$ cat src/rtl/pipe_stage_reg_pkg.sv
// Shared state encodings and widths for the pipeline stage register.
// Used by pipe_stage_reg and pipe_skid_buf.
package pipe_stage_reg_pkg;

    localparam int PIPE_OCC_W = 2;

    typedef enum logic [PIPE_OCC_W-1:0] {
        PIPE_EMPTY = 2'd0,
        PIPE_FULL  = 2'd1,
        PIPE_SKID  = 2'd2
    } pipe_state_e;

endpackage

$ cat src/rtl/pipe_skid_buf.sv
// Second-entry holding register for the pipeline stage.
// Captures a payload while the main register is stalled. Clearing it wins over loading it.
module pipe_skid_buf #(
    parameter int                DATA_W  = 32,
    parameter logic [DATA_W-1:0] NOP_VAL = {DATA_W{1'b0}}
) (
    input  logic              clk,
    input  logic              rst,
    input  logic              load_i,
    input  logic              clear_i,
    input  logic [DATA_W-1:0] data_i,
    output logic [DATA_W-1:0] data_o
);

    logic [DATA_W-1:0] skid_q, skid_d;

    always_comb begin
        skid_d = skid_q;
        if (clear_i)
            skid_d = NOP_VAL;
        else if (load_i)
            skid_d = data_i;
    end

    always_ff @(posedge clk or posedge rst) begin
        if (rst)
            skid_q <= NOP_VAL;
        else
            skid_q <= skid_d;
    end

    assign data_o = skid_q;

endmodule

$ cat src/rtl/pipe_stage_reg.sv
// Inter-stage pipeline register with valid/ready handshake, flush, and bubble insertion.
// The optional skid buffer is enabled with `define PIPE_SKID_EN.
module pipe_stage_reg
    import pipe_stage_reg_pkg::*;
#(
    parameter int                DATA_W  = 32,
    parameter logic [DATA_W-1:0] NOP_VAL = {DATA_W{1'b0}}
) (
    input  logic                  clk,
    input  logic                  rst,
    input  logic                  flush_i,
    input  logic                  in_valid_i,
    output logic                  in_ready_o,
    input  logic [DATA_W-1:0]     in_data_i,
    output logic                  out_valid_o,
    input  logic                  out_ready_i,
    output logic [DATA_W-1:0]     out_data_o,
    output logic [PIPE_OCC_W-1:0] occupancy_o
);

    pipe_state_e       state_q;
    logic [DATA_W-1:0] main_q;

`ifdef PIPE_SKID_EN
    logic [DATA_W-1:0] skid_data;
    logic              skid_load, skid_clear;

    // A second entry is parked only when the main register is stalled.
    assign skid_load  = !flush_i && (state_q == PIPE_FULL) && in_valid_i && !out_ready_i;
    assign skid_clear = flush_i || ((state_q == PIPE_SKID) && out_ready_i);

    pipe_skid_buf #(
        .DATA_W  (DATA_W),
        .NOP_VAL (NOP_VAL)
    ) u_skid (
        .clk     (clk),
        .rst     (rst),
        .load_i  (skid_load),
        .clear_i (skid_clear),
        .data_i  (in_data_i),
        .data_o  (skid_data)
    );

    assign in_ready_o = (state_q != PIPE_SKID);
`else
    assign in_ready_o = out_ready_i || !out_valid_o;
`endif

    always_ff @(posedge clk or posedge rst) begin
        if (rst) begin
            state_q <= PIPE_EMPTY;
            main_q  <= NOP_VAL;
        end else if (flush_i) begin
            state_q <= PIPE_EMPTY;
            main_q  <= NOP_VAL;
        end else begin
            unique case (state_q)
                PIPE_EMPTY: begin
                    if (in_valid_i) begin
                        state_q <= PIPE_FULL;
                        main_q  <= in_data_i;
                    end
                end
                PIPE_FULL: begin
                    if (in_valid_i && out_ready_i)
                        main_q <= in_data_i;
`ifdef PIPE_SKID_EN
                    else if (in_valid_i)
                        state_q <= PIPE_SKID;
`endif
                    else if (!in_valid_i && out_ready_i) begin
                        state_q <= PIPE_EMPTY;
                        main_q  <= NOP_VAL;
                    end
                end
`ifdef PIPE_SKID_EN
                PIPE_SKID: begin
                    if (out_ready_i) begin
                        state_q <= PIPE_FULL;
                        main_q  <= skid_data;
                    end
                end
`endif
                default: begin
                    state_q <= PIPE_EMPTY;
                    main_q  <= NOP_VAL;
                end
            endcase
        end
    end

    assign out_valid_o = (state_q != PIPE_EMPTY);
    assign out_data_o  = out_valid_o ? main_q : NOP_VAL;
    assign occupancy_o = state_q;

endmodule

$ cat config.mk
export PLATFORM = sky130hd
export DESIGN_NAME = pipe_stage_reg
export DESIGN_NICKNAME = d
export VERILOG_FILES = /design/src/rtl/pipe_stage_reg_pkg.sv /design/src/rtl/pipe_skid_buf.sv /design/src/rtl/pipe_stage_reg.sv
export SDC_FILE = /design/constraint.sdc
export NUM_CORES = 1
export LEC_CHECK = 0
export BUFFER_PORTS_ARGS = -buffer_cell sky130_fd_sc_hd__buf_2
export CORE_MARGIN = 2
export CORE_UTILIZATION = 52
export DETAILED_ROUTE_END_ITERATION = 8
export PLACE_DENSITY_LB_ADDON = 0.25
export SLEW_MARGIN = 30
export SYNTH_ARGS = -nofsm -noshare
export SYNTH_HDL_FRONTEND = slang
export SYNTH_HIERARCHICAL = 1
export SYNTH_SLANG_ARGS = --single-unit
export TNS_END_PERCENT = 5
$ cat constraint.sdc
create_clock -name clk -period 3.93 [get_ports clk]
set_input_delay 0.786 -clock clk [delete_from_list [all_inputs] [get_ports clk]]
set_output_delay 0.786 -clock clk [all_outputs]
set_load 0.005 [all_outputs]
Yosys cells after proc, flatten, opt, wreduce, memory -nomap -nowiden --
Index checks and enable logic that the tools add are counted.
Operators by class: $add $sub $neg 0, multipliers 0, div/mod/pow operators 0, $lt $le $gt $ge 0, equality and inequality tests 5, shift operators 0, muxes and demuxes 11, bitwise gates (word level) 0, reductions and logical operators 9
Operator list (count):
- $mux 32 | 5
- $pmux 32 s2 | 1
- $ne 3x3->1 const B | 3
- $mux 2 | 4
- $ne 4x4->1 const B | 1
- $pmux 2 s2 | 1
- $reduce_and 3->1 | 1
- $eq 2x1->1 const B | 1
- $logic_and 1x1->1 | 2
- $logic_not 1->1 | 2
- $logic_not 2->1 | 1
- $reduce_and 2->1 | 1
- $reduce_bool 2->1 | 1
- $logic_or 1x1->1 | 1
Word-level totals: flip-flop bits (word level) 34, bits in latches 0, memory bits (writable) 0, ROM bits 0, output and inout bits 36, word-level logic and storage cells 27, memories kept 0

Logic depth before layout (Yosys ltp) --
Gate-level depths: netlist of the first run.
word-level depth 6, depth in mapped cells 7, mapped depth without buffers 4

Worst setup path after synthesis of the first run --
Ideal clock, no wire load.
path type input-to-output, start input out_ready_i, end output in_ready_o, arrival time 1.191 ns, required time 3.144 ns, setup slack 1.953 ns, stages 4, cells stage by stage nor2b_4 > buf_6 > inv_2 > buf_6
On the way: cells in the longest elaborated chain, start to end 1
RTL lines:
- start, declared | RTL line pipe_stage_reg.sv:16 | input logic out_ready_i,
- $logic_or 1x1->1 | RTL line pipe_stage_reg.sv:46 | assign in_ready_o = out_ready_i || !out_valid_o;
- end, declared | RTL line pipe_stage_reg.sv:13 | output logic in_ready_o,
No other way between the ends.

Worst setup path in the final report of the first run --
Same ends and word-level chain as after synthesis.

==> flow_metrics.py, run 1 <==
metrics = {
    "clocking": {
        "cts_buffer_depth": 2,
        "clock_latency_ps": 330,
        "cts.sinks": 33,
        "path_clk_slew_ps": 100,
        "hold_buffers": 0,
        "cts.repair.resized": 0,
        "htree_levels": 2,
        "cts_tree": "yes",
        "root_buffer": "clkbuf_4",
        "cts_made_buffers": 5,
        "post_cts_buffers": 0,
    },
    "global_route": {
        "gr-total-overflow": 0,
        "grt_usage": 0.217,
        "grt_pass1_wl_um": 6890,
        "grt_max_degree": 37,
        "antenna_found_initial": 0,
        "grt_pass1_vias": 1542,
    },
    "route": {
        "drt_first_pass_iters": 5,
        "postRouteAntennaNets": 0,
        "drc": 0,
        "routed-via-count": 1576,
        "viasPerCell": 5.63,
        "wl_um": 4110,
        "drt_iter0_drc": 124,
        "wl_per_cell_um": 14.7,
    },
    "power_and_ir_drop": {
        "swShare": 0.290,
        "p_per_area_mw_per_mm2": 319,
        "power_frac_comb": 0.186,
        "p_total_mw": 0.688,
        "total_leakage_power_nw": 1.14,
        "p_int_mw": 0.489,
        "p_clk_frac": 0.271,
        "p_seq_frac": 0.543,
        "vdd_ir_drop_max_v": 0.000211,
        "switchingPower_mw": 0.200,
    },
    "floorplan": {
        "die_y_um": 63.5,
        "io_pins": 73,
        "initial_core_util": 0.548,
        "core-area_sq_mm": 0.00336,
        "die_area_sq_mm": 0.00404,
        "fp.dieW_um": 63.5,
        "rows": 21,
    },
    "outcome": {
        "status": "finished clean",
    },
    "timing": {
        "finalMaxSlewViolations": 0,
        "slew-limit-headroom": 0.406,
        "tightest_slew_ps": 874,
        "rsz0062_at_grt": "no",
        "setup_violations": 0,
        "finalSetupTns_ps": 0,
        "fin_crit_sh": 0.631,
        "clock_skew_ps": 3.06,
        "fin_crit_ps": 2480,
        "max_freq_mhz": 403,
        "hold_violations": 0,
    },
    "yosys": {
        "ys_seq_area_frac": 0.448,
        "synth-seq-cells": 33,
        "syn_nets": 211,
        "avgSynthCellArea_sq_um": 10.6,
        "yosysUniqueCellTypes": 20,
        "syn_inst": 174,
        "syn_area_sq_mm": 0.00184,
        "ys_warn_count": 6,
    },
    "critical_path": {
        "cp.arrival_ps": 1690,
        "endpoint_kind": "output port",
        "crit_fanout": 18,
        "cp-start-kind": "primary input",
        "critPathRequiredTime_ps": 3140,
        "crit_type": "primary input to output port",
    },
    "placed_design": {
        "port_buffers": 71,
        "place_hpwl_um": 2610,
        "routabilityCongestion": 0.684,
    },
    "layout": {
        "area_delta_synth_final_pct": 17.2,
        "nNetsFinal": 270,
        "drive_gt1_frac": 0.389,
        "diodes": 0,
    },
    "run": {
        "drv_cap": 0,
    },
    "hold_path": {
        "hold_class": "primary input to async pin",
    },
}
==> logic make-up (layout without fill, tap and decap cells) <==
group | count (synthesis) | in the layout | synth area share
buffers and inverters | 24 | 84 | 0.0944
muxes | 16 | 16 | 0.103
and+or+nand+nor | 68 | 68 | 0.190
DFF | 33 | 33 | 0.448
AOI/OAI and AO/OA | 32 | 32 | 0.162
other | 1 | 1 | 0.00203
==> layout make-up <==
| class | instances | area [sq um] |
|---|---|---|
| Tap cell | 46 | 57.6 |
| Clock inverter | 2 | 10.0 |
| Sequential cell | 33 | 826 |
| Clock buffer | 6 | 41.3 |
| Inverter | 3 | 11.3 |
| Timing Repair Buffer | 73 | 370 |
| Fill cell | 334 | 1200 |
| Multi-Input combinational cell | 117 | 843 |
==> path summary, 6_finish.rpt <==
path	startpoint	to	slack, ps	depth (start not counted)
max	out_ready_i	in_ready_o	1450	4
min	rst	main_q[15]	510	3
max reg2reg	occupancy_o[0]	main_q[30]	2180	4
min reg2reg	main_q[30]	main_q[30]	520	2
max in group asynchronous	rst	main_q[22]	3120	3
min in group clk	main_q[30]	main_q[30]	520	2
==> state kept, by name (all words and copies together) (netlist names) <==
signal,flops
main_q,32
occupancy_o,1
==> worst max-delay path, cell delays in order <==
cell,delay (ps)
buf_2,130
nor2b_4,360
inv_2,230
buf_2,190
==> power groups by stage <==
stage | sequential (mW) | combinational, mW | clock [mW]
after global routing | 0.377 | 0.144 | 0.207
after CTS | 0.373 | 0.129 | 0.189
final | 0.374 | 0.128 | 0.187
after global placement | 0.379 | 0.126 | 0
after floorplan | 0.376 | 0.0966 | 0
after detailed placement | 0.380 | 0.129 | 0
==> synthesized netlist by cell type <==
library cell / number / area [sq um]
a222oi_1: 15 / 150
a32oi_1: 17 / 149
inv_1: 2 / 7.51
clkbuf_1: 6 / 22.5
mux2_2: 4 / 45.0
buf_8: 2 / 30.0
conb_1: 1 / 3.75
nor2b_4: 1 / 13.8
mux2_4: 2 / 30.0
buf_1: 2 / 7.51
buf_4: 4 / 30.0
dfrtp_1: 33 / 826
nor2_1: 34 / 128
mux2_1: 9 / 101
mux2i_2: 1 / 13.8
buf_2: 1 / 5.00
buf_6: 6 / 67.6
and2_2: 2 / 15.0
and2_1: 31 / 194
inv_2: 1 / 3.75
==> cells in the final DEF (no fill, tap or decap) <==
master and n:
a222oi_1 15, a32oi_1 17, and2_1 31, and2_2 2, buf_2 71, buf_4 2, clkbuf_1 1, clkbuf_4 5
clkinv_2 2, conb_1 1, dfrtp_1 33, inv_1 2, inv_2 1, mux2_1 9, mux2_2 4, mux2_4 2
mux2i_2 1, nor2_1 34, nor2b_4 1
==> routing by layer <==
metal / routed length [um] / up-vias / part of all wire / GRT usage
li1: - / 746 / - / -
met1: 1700 / 763 / 0.41 / 0.254
met2: 2080 / 58 / 0.51 / 0.378
met3: 276 / 9 / 0.067 / 0.0714
met4: 51 / 0 / 0.012 / 0.0598
met5: 0 / - / 0 / 0
==> per-stage QoR <==
stage	setup slack [ps]	hold slack (ps)	std cells	instance area, sq um	util
3_5_place_dp	1460	497	272	2110	0.627
2_1_floorplan	1950	471	174	1840	-
4_1_cts	1460	521	280	2160	0.642
6_report	1450	514	280	2160	0.642
3_3_place_gp	1470	492	272	2110	0.627
5_1_grt	1390	536	280	2160	0.642
No activity file was read; power rests on OpenSTA's default activity.
==> inputs of run 2 (changes only) <==
--- a/config.mk
+++ b/config.mk
@@ -5,9 +5,10 @@
 export SDC_FILE = /design/constraint.sdc
 export NUM_CORES = 1
 export LEC_CHECK = 0
+export ABC_AREA = 1
 export BUFFER_PORTS_ARGS = -buffer_cell sky130_fd_sc_hd__buf_2
 export CORE_MARGIN = 2
-export CORE_UTILIZATION = 52
+export CORE_UTILIZATION = 49
 export DETAILED_ROUTE_END_ITERATION = 8
 export PLACE_DENSITY_LB_ADDON = 0.25
 export SLEW_MARGIN = 30
==> constraint.sdc (replaced) <==
create_clock -name clk -period 2.44 [get_ports clk]
set_input_delay 0.488 -clock clk [delete_from_list [all_inputs] [get_ports clk]]
set_output_delay 0.488 -clock clk [all_outputs]
set_load 0.005 [all_outputs]
==> run 2 against run 1 <==
Routed wire length decreased by 1.7%. Final cell count rose by 20%. Synthesized area is 4.9% higher. Setup slack worse by 780 ps. Sequential power grew 59%. Clock-buffer cell count rose by 1. Hold slack got worse by 230 ps. Critical path type is now register to output port. Non-clock buffer count is 4 higher. Sequential share of layout area down 2.8 points. Clock power rose by 140%. Utilization down 1.5 points. Largest power group unchanged.
==> flow_metrics.py, run 2 <==
metrics = {
    "critical_path": {
        "r2r-end": "main_q[5]",
        "reg2regPathDepth": 5,
        "cp.arrival_ps": 1290,
        "crit_buf_inv": 2,
        "path_cells": "buf_4 > nand2_8 > buf_2",
        "crit_fanout": 35,
        "r2r_slack_ps": 1020,
        "endpoint_kind": "output port",
        "cp-start-kind": "register",
        "critPathRequiredTime_ps": 1950,
        "crit_type": "register to output port",
        "worstReg2RegStart": "occupancy_o[0]",
        "crit_slowest_cell": "dfrtp_1",
        "cpLargestDelayFamily": "flip-flops",
        "max_stage_delay_ps": 380,
    },
    "clocking": {
        "cts_tree": "yes",
        "cts_buffer_depth": 2,
        "root_buffer": "clkbuf_8",
        "hold_buffers": 0,
        "post_cts_buffers": 0,
        "cts.repair.resized": 0,
        "htree_levels": 2,
        "cts_made_buffers": 5,
        "clock_latency_ps": 290,
        "cts.sinks": 33,
        "path_clk_slew_ps": 70,
    },
    "yosys": {
        "syn_area_sq_mm": 0.00193,
        "syn_inst": 222,
        "synth_top_area_share": 0.427,
        "syn_nets": 259,
        "synth_top_area_cell": "dfrtp_1",
        "synth-async-reset-ratio": 1.00,
        "synth_edf_count": 0,
        "avgSynthCellArea_sq_um": 8.71,
        "synth_commonest_cells": "nand2_1, dfrtp_1, inv_1, nand3_1",
        "ys_warn_count": 6,
        "synth_flop_cell": "dfrtp_1",
        "yosysUniqueCellTypes": 17,
        "synth.area.top_cells": "dfrtp_1, a21oi_2, nand2_2, nand3_1, nand2_1",
        "yosysMostFrequentCell": "nand2_1",
        "ys_seq_area_frac": 0.427,
        "synth-seq-cells": 33,
    },
    "placed_design": {
        "routabilityCongestion": 0.717,
        "place_hpwl_um": 2780,
        "dp_cells": 327,
        "post-place-ws_ps": 924,
        "port_buffers": 71,
    },
    "run": {
        "drv_cap": 0,
    },
    "layout": {
        "diodes": 0,
        "drive_gt1_frac": 0.526,
        "final_common_cell": "buf_2",
        "top_register": "main_q",
        "nNetsFinal": 323,
        "most-common-layout-cells": "buf_2, nand2_1, inv_1, dfrtp_1, nand3_1",
        "fin_cells": 335,
        "area_delta_synth_final_pct": 20.6,
        "largest_reg_flops": 32,
    },
    "route": {
        "drt_first_pass_iters": 4,
        "viasPerCell": 4.84,
        "drc": 0,
        "wl_um": 4030,
        "postRouteAntennaNets": 0,
        "drt_iter0_drc": 52,
        "wl_per_cell_um": 12.0,
        "routed-via-count": 1623,
    },
    "power_and_ir_drop": {
        "p_total_mw": 1.25,
        "p_per_area_mw_per_mm2": 536,
        "vdd_ir_drop_max_v": 0.000375,
        "total_leakage_power_nw": 1.37,
    },
    "timing": {
        "max_freq_mhz": 564,
        "clock_skew_ps": 3.02,
        "fin_crit_sh": 0.727,
        "setup_violations": 0,
        "rsz0062_at_grt": "no",
        "hold_violations": 0,
        "fin_crit_ps": 1770,
        "finalMaxSlewViolations": 0,
        "fin_ws_ps": 667,
        "finalSetupTns_ps": 0,
    },
    "hold_path": {
        "hold_class": "primary input to async pin",
    },
    "global_route": {
        "antenna_found_initial": 0,
        "grt_pass1_vias": 1516,
        "grt_pass1_wl_um": 6670,
        "grt_max_degree": 36,
        "grt_usage": 0.200,
        "gr-total-overflow": 0,
    },
    "floorplan": {
        "rows": 22,
        "die_y_um": 66.8,
        "fp.dieW_um": 66.8,
        "initial_core_util": 0.520,
        "core-area_sq_mm": 0.00372,
        "io_pins": 73,
        "die_area_sq_mm": 0.00446,
    },
    "outcome": {
        "status": "finished clean",
    },
}
-- run 2: worst max-delay path by stage --
stage              startpoint              to  cells past startpoint
2_1_floorplan  occupancy_o[0]  out_data_o[19]                      4
3_3_place_gp      out_ready_i      in_ready_o                      4
3_5_place_dp      out_ready_i      in_ready_o                      4
4_1_cts        occupancy_o[0]      in_ready_o                      3
5_1_grt        occupancy_o[0]      in_ready_o                      3
6_report       occupancy_o[0]      in_ready_o                      3
-- run 2: final cells by class --
type	count	area (sq um)
inverter	36	136
timing repair buffer	77	400
multi-input combinational	133	808
clock buffer	7	96.3
fill	364	1380
sequential	33	826
tap	48	60.1
clock inverter	1	5.00
-- run 2: power by group --
| group | internal [mW] | total [mW] | switching (mW) |
|---|---|---|---|
| logic | 0.0810 | 0.208 | 0.127 |
| clock network | 0.255 | 0.447 | 0.192 |
| registers | 0.576 | 0.596 | 0.0195 |
| total | 0.912 | 1.25 | 0.339 |
-- run 2: kinds of logic after synthesis --
| group | share of synthesized area |
|---|---|
| AO/OA/AOI/OAI | 0.144 |
| buffers and inverters | 0.155 |
| other | 0.00194 |
| AND/OR/NAND/NOR | 0.272 |
| flip-flops | 0.427 |
-- run 2: tightest hold or removal path, cell delays in order --
cell and delay [ps]:
buf_2 100, inv_1 40, buf_4 360
-- run 2: layer usage --
layer	track usage	vias up	share of wire
met1	0.233	763	0.43
met5	0	-	0
li1	-	807	-
met2	0.354	45	0.51
met4	0.0918	0	0.021
met3	0.0355	8	0.047
-- run 2: metrics by stage --
stage	hold WS [ps]	utilization	area (sq um)
after floorplan	505	-	1930
after global placement	516	0.600	2230
after detailed placement	521	0.600	2230
after CTS	296	0.628	2330
after global routing	321	0.628	2330
final	280	0.628	2330
==> inputs of run 3 (changes only) <==
==> constraint.sdc (replaced) <==
create_clock -name clk -period 1.75 [get_ports clk]
set_input_delay 0.35 -clock clk [delete_from_list [all_inputs] [get_ports clk]]
set_output_delay 0.35 -clock clk [all_outputs]
set_load 0.005 [all_outputs]
==> run 3 against run 2 <==
First-iteration DRC count up 79%. Critical path type unchanged. Register-to-register slack worse by 670 ps. Via count down 2.4%.
==> flow_metrics.py, run 3 (synthesis results as in run 2) <==
metrics = {
    "layout": {
        "nNetsFinal": 321,
        "finalCoreUtilization": 0.627,
        "largest_reg_flops": 32,
        "final_common_cell": "buf_2",
        "most-common-layout-cells": "buf_2, nand2_1, inv_1",
        "diodes": 0,
        "top_register": "main_q",
        "area_delta_synth_final_pct": 20.5,
        "drive_gt1_frac": 0.521,
    },
    "run": {
        "drv_cap": 0,
    },
    "clocking": {
        "hold_buffers": 0,
        "cts_made_buffers": 5,
        "root_buffer": "clkbuf_8",
        "cts_buffer_depth": 2,
        "cts.sinks": 33,
        "post_cts_buffers": 0,
        "htree_levels": 2,
        "path_clk_slew_ps": 70,
        "clock_latency_ps": 280,
        "cts_tree": "yes",
        "cts.repair.resized": 1,
    },
    "critical_path": {
        "cp-start-kind": "register",
        "worstReg2RegStart": "occupancy_o[0]",
        "worstSetupStartpoint": "occupancy_o[0]",
        "cpLargestDelayFamily": "flip-flops",
        "cp.arrival_ps": 1300,
        "path_cells": "buf_12 > nand2_1 > inv_1 > buf_2",
        "r2r-end": "main_q[17]",
        "crit_cells": 4,
        "crit_slowest_cell": "dfrtp_2",
        "crit_buf_inv": 3,
        "max_stage_delay_ps": 570,
        "crit_fanout": 24,
        "crit_type": "register to output port",
        "critPathRequiredTime_ps": 1400,
        "reg2regPathDepth": 4,
        "endpoint_kind": "output port",
        "r2r_slack_ps": 350,
        "endpoint": "out_data_o[1]",
    },
    "timing": {
        "fin_crit_sh": 0.941,
        "finalMaxSlewViolations": 0,
        "max_freq_mhz": 607,
        "hold_violations": 0,
        "finalSetupTns_ps": 0,
        "rsz0062_at_grt": "no",
        "setup_violations": 0,
        "clock_skew_ps": 2.06,
        "fin_crit_ps": 1650,
    },
    "power_and_ir_drop": {
        "p_per_area_mw_per_mm2": 732,
        "p_int_mw": 1.23,
        "vdd_ir_drop_max_v": 0.000434,
        "swShare": 0.277,
        "power_frac_comb": 0.167,
        "p_seq_frac": 0.492,
        "switchingPower_mw": 0.472,
        "p_clk_frac": 0.341,
        "total_leakage_power_nw": 1.36,
    },
    "route": {
        "viasPerCell": 4.77,
        "wl_um": 3970,
        "drt_first_pass_iters": 5,
        "wl_per_cell_um": 12.0,
        "drc": 0,
        "drt_iter0_drc": 93,
        "routed-via-count": 1584,
        "postRouteAntennaNets": 0,
    },
    "global_route": {
        "grt_pass1_vias": 1565,
        "grt_pass1_wl_um": 6610,
        "grt_max_degree": 36,
        "grt.met3_usage": 0.0574,
        "grt_usage": 0.200,
        "top_usage_layer": "met2",
        "gr-usage-met1": 0.224,
        "gr-total-overflow": 0,
        "antenna_found_initial": 0,
        "use_met2": 0.354,
    },
    "floorplan": {
        "fp.dieW_um": 66.8,
        "die_y_um": 66.8,
        "die_area_sq_mm": 0.00446,
        "io_pins": 73,
        "initial_core_util": 0.520,
        "rows": 22,
        "core-area_sq_mm": 0.00372,
    },
    "outcome": {
        "status": "finished clean",
    },
    "placed_design": {
        "port_buffers": 71,
        "routabilityCongestion": 0.750,
        "place_hpwl_um": 2620,
    },
    "hold_path": {
        "hold_class": "primary input to async pin",
    },
}
run 3: power by group through the flow:
stage	sequential (mW)	combinational (mW)	clock, mW
finish	0.838	0.285	0.581
detailed placement	0.851	0.290	0
floorplan	0.840	0.233	0
CTS	0.838	0.290	0.591
global route	0.842	0.316	0.636
global placement	0.851	0.286	0
run 3: metrics by stage:
step           area [sq um]  instances  total power, mW  hold slack [ps]  setup slack (ps)
2_1_floorplan          1930        222             1.07              479               590
3_3_place_gp           2240        325             1.14              463               197
3_5_place_dp           2240        325             1.14              465               167
4_1_cts                2330        332             1.72              157               102
5_1_grt                2330        332             1.79              177              11.4
6_report               2330        332             1.70              148               103
run 3: how the worst min path moves through the flow:
stage                     startpoint          to  cells after the start
final                            rst  main_q[30]                      3
after global routing             rst   main_q[6]                      3
after CTS                        rst  main_q[28]                      3
after detailed placement         rst  main_q[29]                      3
after global placement           rst  main_q[30]                      3
after floorplan                  rst   main_q[0]                      1
run 3: cell type report:
| cell class | instances | area, sq um |
|---|---|---|
| Sequential cell | 33 | 827 |
| Tap cell | 48 | 60.1 |
| Clock buffer | 7 | 86.3 |
| Fill cell | 346 | 1390 |
| Timing Repair Buffer | 75 | 410 |
| Inverter | 36 | 136 |
| Multi-Input combinational cell | 133 | 808 |
run 3: tightest hold or removal path: cells and delay by family:
| kind | cells | cell delay (ps) |
|---|---|---|
| buffers and inverters | 3 | 500 |
run 3: metal layers:
metal / part of all wire / up-vias
li1: - / 805
met4: 0.013 / 0
met5: 0 / -
met2: 0.48 / 44
met3: 0.057 / 6
met1: 0.45 / 729
